===== config.mk =====
export PLATFORM = sky130hd
export DESIGN_NAME = hazard5_bus_arbiter
export DESIGN_NICKNAME = d
export VERILOG_FILES = /design/src/rtl/hazard5_bus_arbiter_pkg.sv /design/src/rtl/hazard5_bus_arbiter.sv
export SDC_FILE = /design/constraint.sdc
export NUM_CORES = 1
export LEC_CHECK = 0
export CORE_AREA = 2 2 97 99
export DETAILED_ROUTE_END_ITERATION = 16
export DIE_AREA = 0 0 99 101
export PLACE_DENSITY = 0.87
export SLEW_MARGIN = 10
export SYNTH_ARGS = -nofsm -noshare
export SYNTH_HDL_FRONTEND = slang
export SYNTH_SLANG_ARGS = --single-unit

===== constraint.sdc =====
create_clock -name clk -period 2.4 [get_ports clk]
set_input_delay 0.36 -clock clk [delete_from_list [all_inputs] [get_ports clk]]
set_output_delay 0.36 -clock clk [all_outputs]
set_load 0.005 [all_outputs]

===== src/rtl/hazard5_bus_arbiter_pkg.sv =====
// rtl/hazard5_bus_arbiter_pkg.sv - shared AHB-Lite encodings and owner tags for the bus arbiter
package hazard5_bus_arbiter_pkg;

  localparam logic [1:0] HTRANS_IDLE   = 2'b00;
  localparam logic [1:0] HTRANS_NONSEQ = 2'b10;

  localparam logic [2:0] HSIZE_BYTE = 3'd0;
  localparam logic [2:0] HSIZE_HALF = 3'd1;
  localparam logic [2:0] HSIZE_WORD = 3'd2;

  typedef enum logic [1:0] {
    OWNER_NONE = 2'd0,
    OWNER_I    = 2'd1,
    OWNER_D    = 2'd2
  } owner_t;

endpackage


===== src/rtl/hazard5_bus_arbiter.sv =====
// rtl/hazard5_bus_arbiter.sv - shares one AHB-Lite master port between fetch (I) and load/store (D)
module hazard5_bus_arbiter
  import hazard5_bus_arbiter_pkg::*;
#(
  parameter int W_ADDR       = 32,
  parameter int W_DATA       = 32,
  parameter int STARVE_LIMIT = 4,
  parameter int W_STARVE     = 3
) (
  input  logic              clk,
  input  logic              rst_n,

  input  logic              i_req,
  input  logic [W_ADDR-1:0] i_addr,
  input  logic [2:0]        i_size,
  output logic              i_aph_rdy,
  output logic              i_dph_rdy,
  output logic              i_dph_err,

  input  logic              d_req,
  input  logic [W_ADDR-1:0] d_addr,
  input  logic [2:0]        d_size,
  input  logic              d_write,
  input  logic [W_DATA-1:0] d_wdata,
  output logic              d_aph_rdy,
  output logic              d_dph_rdy,
  output logic              d_dph_err,

  output logic [W_DATA-1:0] rdata,

  output logic [W_ADDR-1:0] haddr,
  output logic              hwrite,
  output logic [1:0]        htrans,
  output logic [2:0]        hsize,
  output logic [W_DATA-1:0] hwdata,
  input  logic              hready,
  input  logic              hresp,
  input  logic [W_DATA-1:0] hrdata
);

  localparam logic [W_STARVE-1:0] STARVE_LIMIT_W = W_STARVE'(STARVE_LIMIT);

  owner_t              aph_grant;
  owner_t              hold_owner;
  owner_t              dph_owner;
  logic [W_STARVE-1:0] starve_cnt;
  logic [W_DATA-1:0]   hwdata_r;
  logic                i_starved;

  assign i_starved = (STARVE_LIMIT != 0) && (starve_cnt >= STARVE_LIMIT_W);

  // A stalled address phase keeps its owner; the first error cycle must present IDLE.
  always_comb begin
    aph_grant = OWNER_NONE;
    if (hold_owner != OWNER_NONE)
      aph_grant = hold_owner;
    else if (hresp && !hready)
      aph_grant = OWNER_NONE;
    else if (d_req && !(i_req && i_starved))
      aph_grant = OWNER_D;
    else if (i_req)
      aph_grant = OWNER_I;
  end

  always_comb begin
    htrans = HTRANS_IDLE;
    haddr  = '0;
    hsize  = '0;
    hwrite = 1'b0;
    case (aph_grant)
      OWNER_I: begin
        htrans = HTRANS_NONSEQ;
        haddr  = i_addr;
        hsize  = i_size;
      end
      OWNER_D: begin
        htrans = HTRANS_NONSEQ;
        haddr  = d_addr;
        hsize  = d_size;
        hwrite = d_write;
      end
      default: ;
    endcase
  end

  assign i_aph_rdy = hready && (aph_grant == OWNER_I);
  assign d_aph_rdy = hready && (aph_grant == OWNER_D);
  assign i_dph_rdy = hready && (dph_owner == OWNER_I);
  assign d_dph_rdy = hready && (dph_owner == OWNER_D);
  assign i_dph_err = hready && hresp && (dph_owner == OWNER_I);
  assign d_dph_err = hready && hresp && (dph_owner == OWNER_D);

  assign rdata  = hrdata;
  assign hwdata = hwdata_r;

  always_ff @(posedge clk or negedge rst_n) begin
    if (!rst_n) begin
      hold_owner <= OWNER_NONE;
      dph_owner  <= OWNER_NONE;
      hwdata_r   <= '0;
    end else begin
      hold_owner <= (htrans == HTRANS_NONSEQ && !hready) ? aph_grant : OWNER_NONE;
      if (hready)
        dph_owner <= aph_grant;
      if (d_aph_rdy && d_write)
        hwdata_r <= d_wdata;
    end
  end

  // Counts consecutive address phases fetch lost to load/store while it was waiting.
  always_ff @(posedge clk or negedge rst_n) begin
    if (!rst_n) begin
      starve_cnt <= '0;
    end else if (i_aph_rdy || !i_req) begin
      starve_cnt <= '0;
    end else if (hready && aph_grant == OWNER_D && starve_cnt != '1) begin
      starve_cnt <= starve_cnt + 1'b1;
    end
  end

endmodule


==> run summary, run 1 <==
Most Crowded Layer GR -> met2
Peak supply drop -> 0.416 mV
all-layer global routing usage -> 19.9%
Post-synth EDFFs -> 0
status -> finished, violations left
flops & latches, synth -> 39
ys async rst share -> 100%
Worst Setup Slack, final -> -0.157 ns
Worst Setup Start Kind -> flop
DIE HEIGHT -> 101 um
met2 Usage GRT -> 37.4%
H-tree depth -> 2
Cell Pwr Density -> 564 mW/mm2
number of max-cap violations -> 0
Avg Inst Size Synth -> 10.7 um2
initial antenna violation count -> 5
DP HPWL -> 7130 um
Worst-path clk slew -> 0.07 ns
max-slew violations -> 0
total core area -> 0.00898 mm2
fin crit share -> 107%
most frequent cells in the layout -> clkdlybuf4s50_1 (139), nor2_1 (40), dfrtp_1 (39)
Yosys top cell by area -> dfrtp_1
kind of critical path -> flop to output port
Layout area overhead -> 98.7%
Die X -> 99 um
Row Count -> 35
sequential share of the synthesized area -> 39.6%
layout net count -> 564
Worst EP required -> 2.04 ns
Initial Util -> 27.5%
largest net degree at the start of global routing -> 40
Synth Instances -> 230
Yosys cell types -> 29
RSZ-0062 raised after global routing -> true
Arrival @ worst endpoint -> 2.20 ns
leakage power total -> 2.25 nW
failing checks -> negative setup slack
CTS Buffer Depth -> 2
die area -> 0.0100 mm2
CTS Hold Bufs -> 0
Post-DRT Antenna Nets -> 0
clk_skew -> 0.00875 ns
worst skew pair latency -> 0.28 ns
dpl ws -> -0.561 ns
max_slew headroom -> 42.5%
met3 Resource Use GR -> 8.46%
Fin. Hold Viols -> 0
Tmin final -> 2.56 ns
HP Class -> primary input to async pin
CP Capture Type -> output port
grt total ovfl -> 0
met1 usage -> 19.9%
worst slew pin tran -> 0.862 ns
layout cells sized above 1 -> 39.8%
vias in the first global route -> 2780
Avg WL per Cell -> 20.2 um
Yosys top cell area share -> 39.6%
DRC Markers -> 0
Setup-failing EPs final -> 30
vias -> 2653
Synth Cell Area -> 0.00247 mm2
Worst Path Max Fanout -> 5
DRT Pass-1 Iters -> 4
initial DRC count -> 56
io pins -> 249
CTS root buffer -> clkbuf_8
vias per cell -> 4.98
yosys warns -> 0
# port buffers -> 183
Mapped Nets -> 375
Setup TNS -> -2.23 ns
CTS tree -> built
Routed WL -> 10800 um
fill count -> 742
first-pass GRT wire length -> 15200 um
gpl congestion -> 0.842
max frequency -> 391 MHz
Synth Flop Type -> dfrtp_1
top area cells in the synthesized netlist -> dfrtp_1 (40%), mux2_4 (18%), a22oi_1 (11%)
CTS Buf Count -> 5
CTS Sinks -> 39
commonest non-fill, non-tap cell in the layout -> clkdlybuf4s50_1
-- repair_timing --
item                                   CTS  global route
setup endpoints to repair               71            47
pin swaps                               21            22
endpoints found under the hold margin    0             0
resized for setup                      180            41
setup buffers                           18             9
gates cloned                             7             3
-- worst max-delay path, stage by stage (launching register included) --
cell and delay [ns]:
dfrtp_1 0.44, a211oi_4 0.31, buf_6 0.16, a21oi_4 0.06, ha_4 0.19, buf_12 0.14, buf_16 0.14, buf_12 0.13
a22oi_2 0.16, nor2_1 0.06, buf_2 0.13
-- cells by family after synthesis --
family | synth area share [%]
AND/OR/NAND/NOR | 9.79
buffers and inverters | 14.4
multiplexers | 20.0
XOR/XNOR | 0.355
AO/OA/AOI/OAI | 13.8
flip-flops | 39.6
adder cells (fa/ha/maj) | 2.03
other | 0.152
-- final timing paths --
path | startpoint | endpoint | depth (start not counted) | slack, ns
max reg2reg | starve_cnt[2] | hwdata[12] | 11 | 0.01
max in group asynchronous | rst_n | hwdata[29] | 1 | 1.67
min | rst_n | hwdata[17] | 1 | 0.19
min reg2reg | hwdata[13] | hwdata[13] | 1 | 0.51
max | starve_cnt[2] | haddr[4] | 10 | -0.16
min in group clk | hwdata[13] | hwdata[13] | 1 | 0.51
-- synth_stat cells, types with 3 or more instances --
library cell / instances
a22oi_1: 35
inv_1: 3
and2_1: 4
dfrtp_1: 39
buf_6: 3
mux2_4: 30
buf_4: 33
nor2_1: 40
buf_2: 10
nand2b_1: 3
ha_1: 4
-- metrics by stage --
stage                     hold slack, ns  instances  utilization (%)  total power [mW]  area (um2)
after global routing               0.260        532             54.6              2.92        4900
after CTS                          0.200        522             53.1              2.74        4770
after floorplan                   0.0644        230                -              1.41        2470
final                              0.189        533             54.6              2.76        4900
after global placement             0.489        491             47.5              2.10        4260
after detailed placement           0.491        491             47.5              2.13        4260
-- final cells by class --
cell class                      instances  area, um2  area share (%)
Clock buffer                            6       72.6            1.48
Clock inverter                          2       12.5           0.255
Antenna cell                            2       5.00           0.102
Tap cell                              111        139            2.83
Sequential cell                        39        976            19.9
Timing Repair Buffer                  231       2310            47.0
Multi-Input combinational cell        139       1380            28.2
Inverter                                3       11.3           0.230
-- flip-flops by register name (all words and copies together) (netlist names) --
register,cells
starve_cnt,3
hwdata,32
dph_owner,2
hold_owner,2
-- report_power, final --
group | switching (mW) | internal (mW) | leakage [nW]
sequential | 0.102 | 0.828 | 0.473
clock | 0.221 | 0.203 | 0.0412
combinational | 0.462 | 0.946 | 1.74
-- routing by layer --
| metal | vias up | share of wire (%) | routed length, um |
|---|---|---|---|
| met3 | 39 | 11 | 1230 |
| li1 | 1154 | - | - |
| met5 | - | 0.44 | 47 |
| met2 | 200 | 52 | 5570 |
| met4 | 6 | 2.7 | 296 |
| met1 | 1254 | 34 | 3640 |
(Power assumes the default switching activity.)
==> run 2: changes to the inputs <==
clock period = 2.7 ns   (was 2.4 ns; I/O delays follow)
==> run summary, run 2 (synthesis results as in run 1) <==
status -> complete, no violations
CTS tree -> built
crit path max-delay cell type -> clkdlybuf4s50_1
fill count -> 784
DRC Markers -> 0
die area -> 0.0100 mm2
Setup-failing EPs final -> 0
Tmin final -> 2.62 ns
CTS root buffer -> clkbuf_8
initial DRC count -> 72
max-slew violations -> 0
max frequency -> 382 MHz
DIE HEIGHT -> 101 um
most frequent cells in the layout -> clkdlybuf4s50_1 (140), nor2_1 (39), dfrtp_1 (39)
CP Cell Sequence -> clkdlybuf4s50_1 -> nand2b_4 -> a21o_1 -> ha_4 -> buf_12 -> buf_16 -> buf_6 -> a22oi_2 -> nor2_1 -> dlygate4sd2_1
Die X -> 99 um
first-pass GRT wire length -> 13600 um
Layout area overhead -> 88.3%
CTS Sinks -> 39
Arrival @ worst endpoint -> 2.21 ns
grt total ovfl -> 0
largest net degree at the start of global routing -> 40
Fin. Hold Viols -> 0
CTS Buf Count -> 5
Row Count -> 35
Avg WL per Cell -> 18.6 um
number of max-cap violations -> 0
clk_skew -> 0.00406 ns
HP Class -> primary input to async pin
RSZ-0062 raised after global routing -> false
all-layer global routing usage -> 17.6%
layout cells sized above 1 -> 25.8%
worst slew pin tran -> 0.853 ns
Routed WL -> 9500 um
CP top delay family -> buffers and inverters
vias per cell -> 4.87
CP Capture Type -> output port
Worst Path Max Fanout -> 6
CTS Buffer Depth -> 2
vias -> 2493
gpl congestion -> 0.842
Peak supply drop -> 0.402 mV
io pins -> 249
Cell Pwr Density -> 513 mW/mm2
# port buffers -> 183
Setup TNS -> 0 ns
initial antenna violation count -> 4
H-tree depth -> 2
DRT Pass-1 Iters -> 6
commonest non-fill, non-tap cell in the layout -> clkdlybuf4s50_1
fin crit share -> 96.9%
DP HPWL -> 7010 um
max_slew headroom -> 43.1%
Post-DRT Antenna Nets -> 0
max reg flops -> 32
Worst Setup Start Kind -> primary input
total power -> 2.39 mW
layout net count -> 544
CP peak stage delay -> 0.42 ns
Initial Util -> 27.5%
total core area -> 0.00898 mm2
vias in the first global route -> 2562
leakage power total -> 2.18 nW
kind of critical path -> primary input to output port
worst skew pair latency -> 0.28 ns
Worst EP required -> 2.30 ns
Worst-path clk slew -> 0.07 ns
CP bufs+invs -> 5
-- run 2: changes by cell type in the layout (fill, tap and decap cells not counted), moves of 6 or more --
cell           before  now
dlygate4sd2_1       4   26
a22oi_2            33   16
buf_6               9    1
a22oi_1             2   19
buf_2              35    2
buf_4              22   15
clkbuf_2            2    8
-- run 2: repair_timing --
action                     4_1_cts  5_1_grt
resized for setup               57       43
pin swaps                        7       12
setup endpoints to repair       39       36
setup buffers                    6        2
hold buffers                     0        0
cloned                           4        2
-- run 2: worst reg2reg max path: stages (launching register included) --
cell     delay, ns
dfrtp_1       0.43
inv_1         0.10
o211a_1       0.20
a21oi_2       0.09
ha_4          0.18
buf_4         0.13
buf_4         0.13
and2_2        0.20
buf_4         0.14
nand2_4       0.08
buf_12        0.19
mux2_2        0.36
-- run 2: path summary, 6_finish.rpt --
kind	start	endpoint	slack, ns	cells past startpoint
min	rst_n	hwdata[20]	0.23	1
min reg2reg	hwdata[13]	hwdata[13]	0.51	1
max in group asynchronous	rst_n	hwdata[1]	1.93	1
max	hready	haddr[12]	0.08	10
max reg2reg	hold_owner[1]	hwdata[14]	0.34	11
min in group clk	hwdata[13]	hwdata[13]	0.51	1
-- run 2: power breakdown --
| part | total, mW | switching (mW) | internal, mW | leakage (nW) |
|---|---|---|---|---|
| Sequential | 0.831 | 0.0952 | 0.736 | 0.473 |
| Clock | 0.390 | 0.189 | 0.200 | 0.0471 |
| Combinational | 1.17 | 0.360 | 0.805 | 1.66 |
| Total | 2.39 | 0.644 | 1.74 | 2.18 |
-- run 2: stage by stage --
stage	instances	worst slack, ns	utilization, %	cell area, um2	hold WS, ns
floorplan	230	0.588	-	2470	0.109
global placement	489	-0.210	47.3	4250	0.489
detailed placement	489	-0.313	47.3	4250	0.492
CTS	506	-0.0333	50.5	4530	0.254
global route	511	0.00904	51.7	4640	0.291
finish	512	0.0835	51.8	4650	0.232
-- run 2: layer usage --
metal / vias up / global-route usage, % / wire, um
met2: 179 / 30.1 / 4710
met1: 1176 / 19.8 / 3530
met3: 23 / 7.42 / 1070
met5: - / 0 / 23
li1: 1111 / - / -
met4: 4 / 5.48 / 165
-- run 2: layout make-up --
class	instances	area (um2)	area share, %
clock buffers	6	82.6	1.78
clock inverters	1	5.00	0.108
inverters	3	11.3	0.242
well taps	111	139	2.99
repair buffers	211	2160	46.6
multi-input cells	139	1260	27.2
flip-flops and latches	39	976	21.0
diodes	2	5.00	0.108
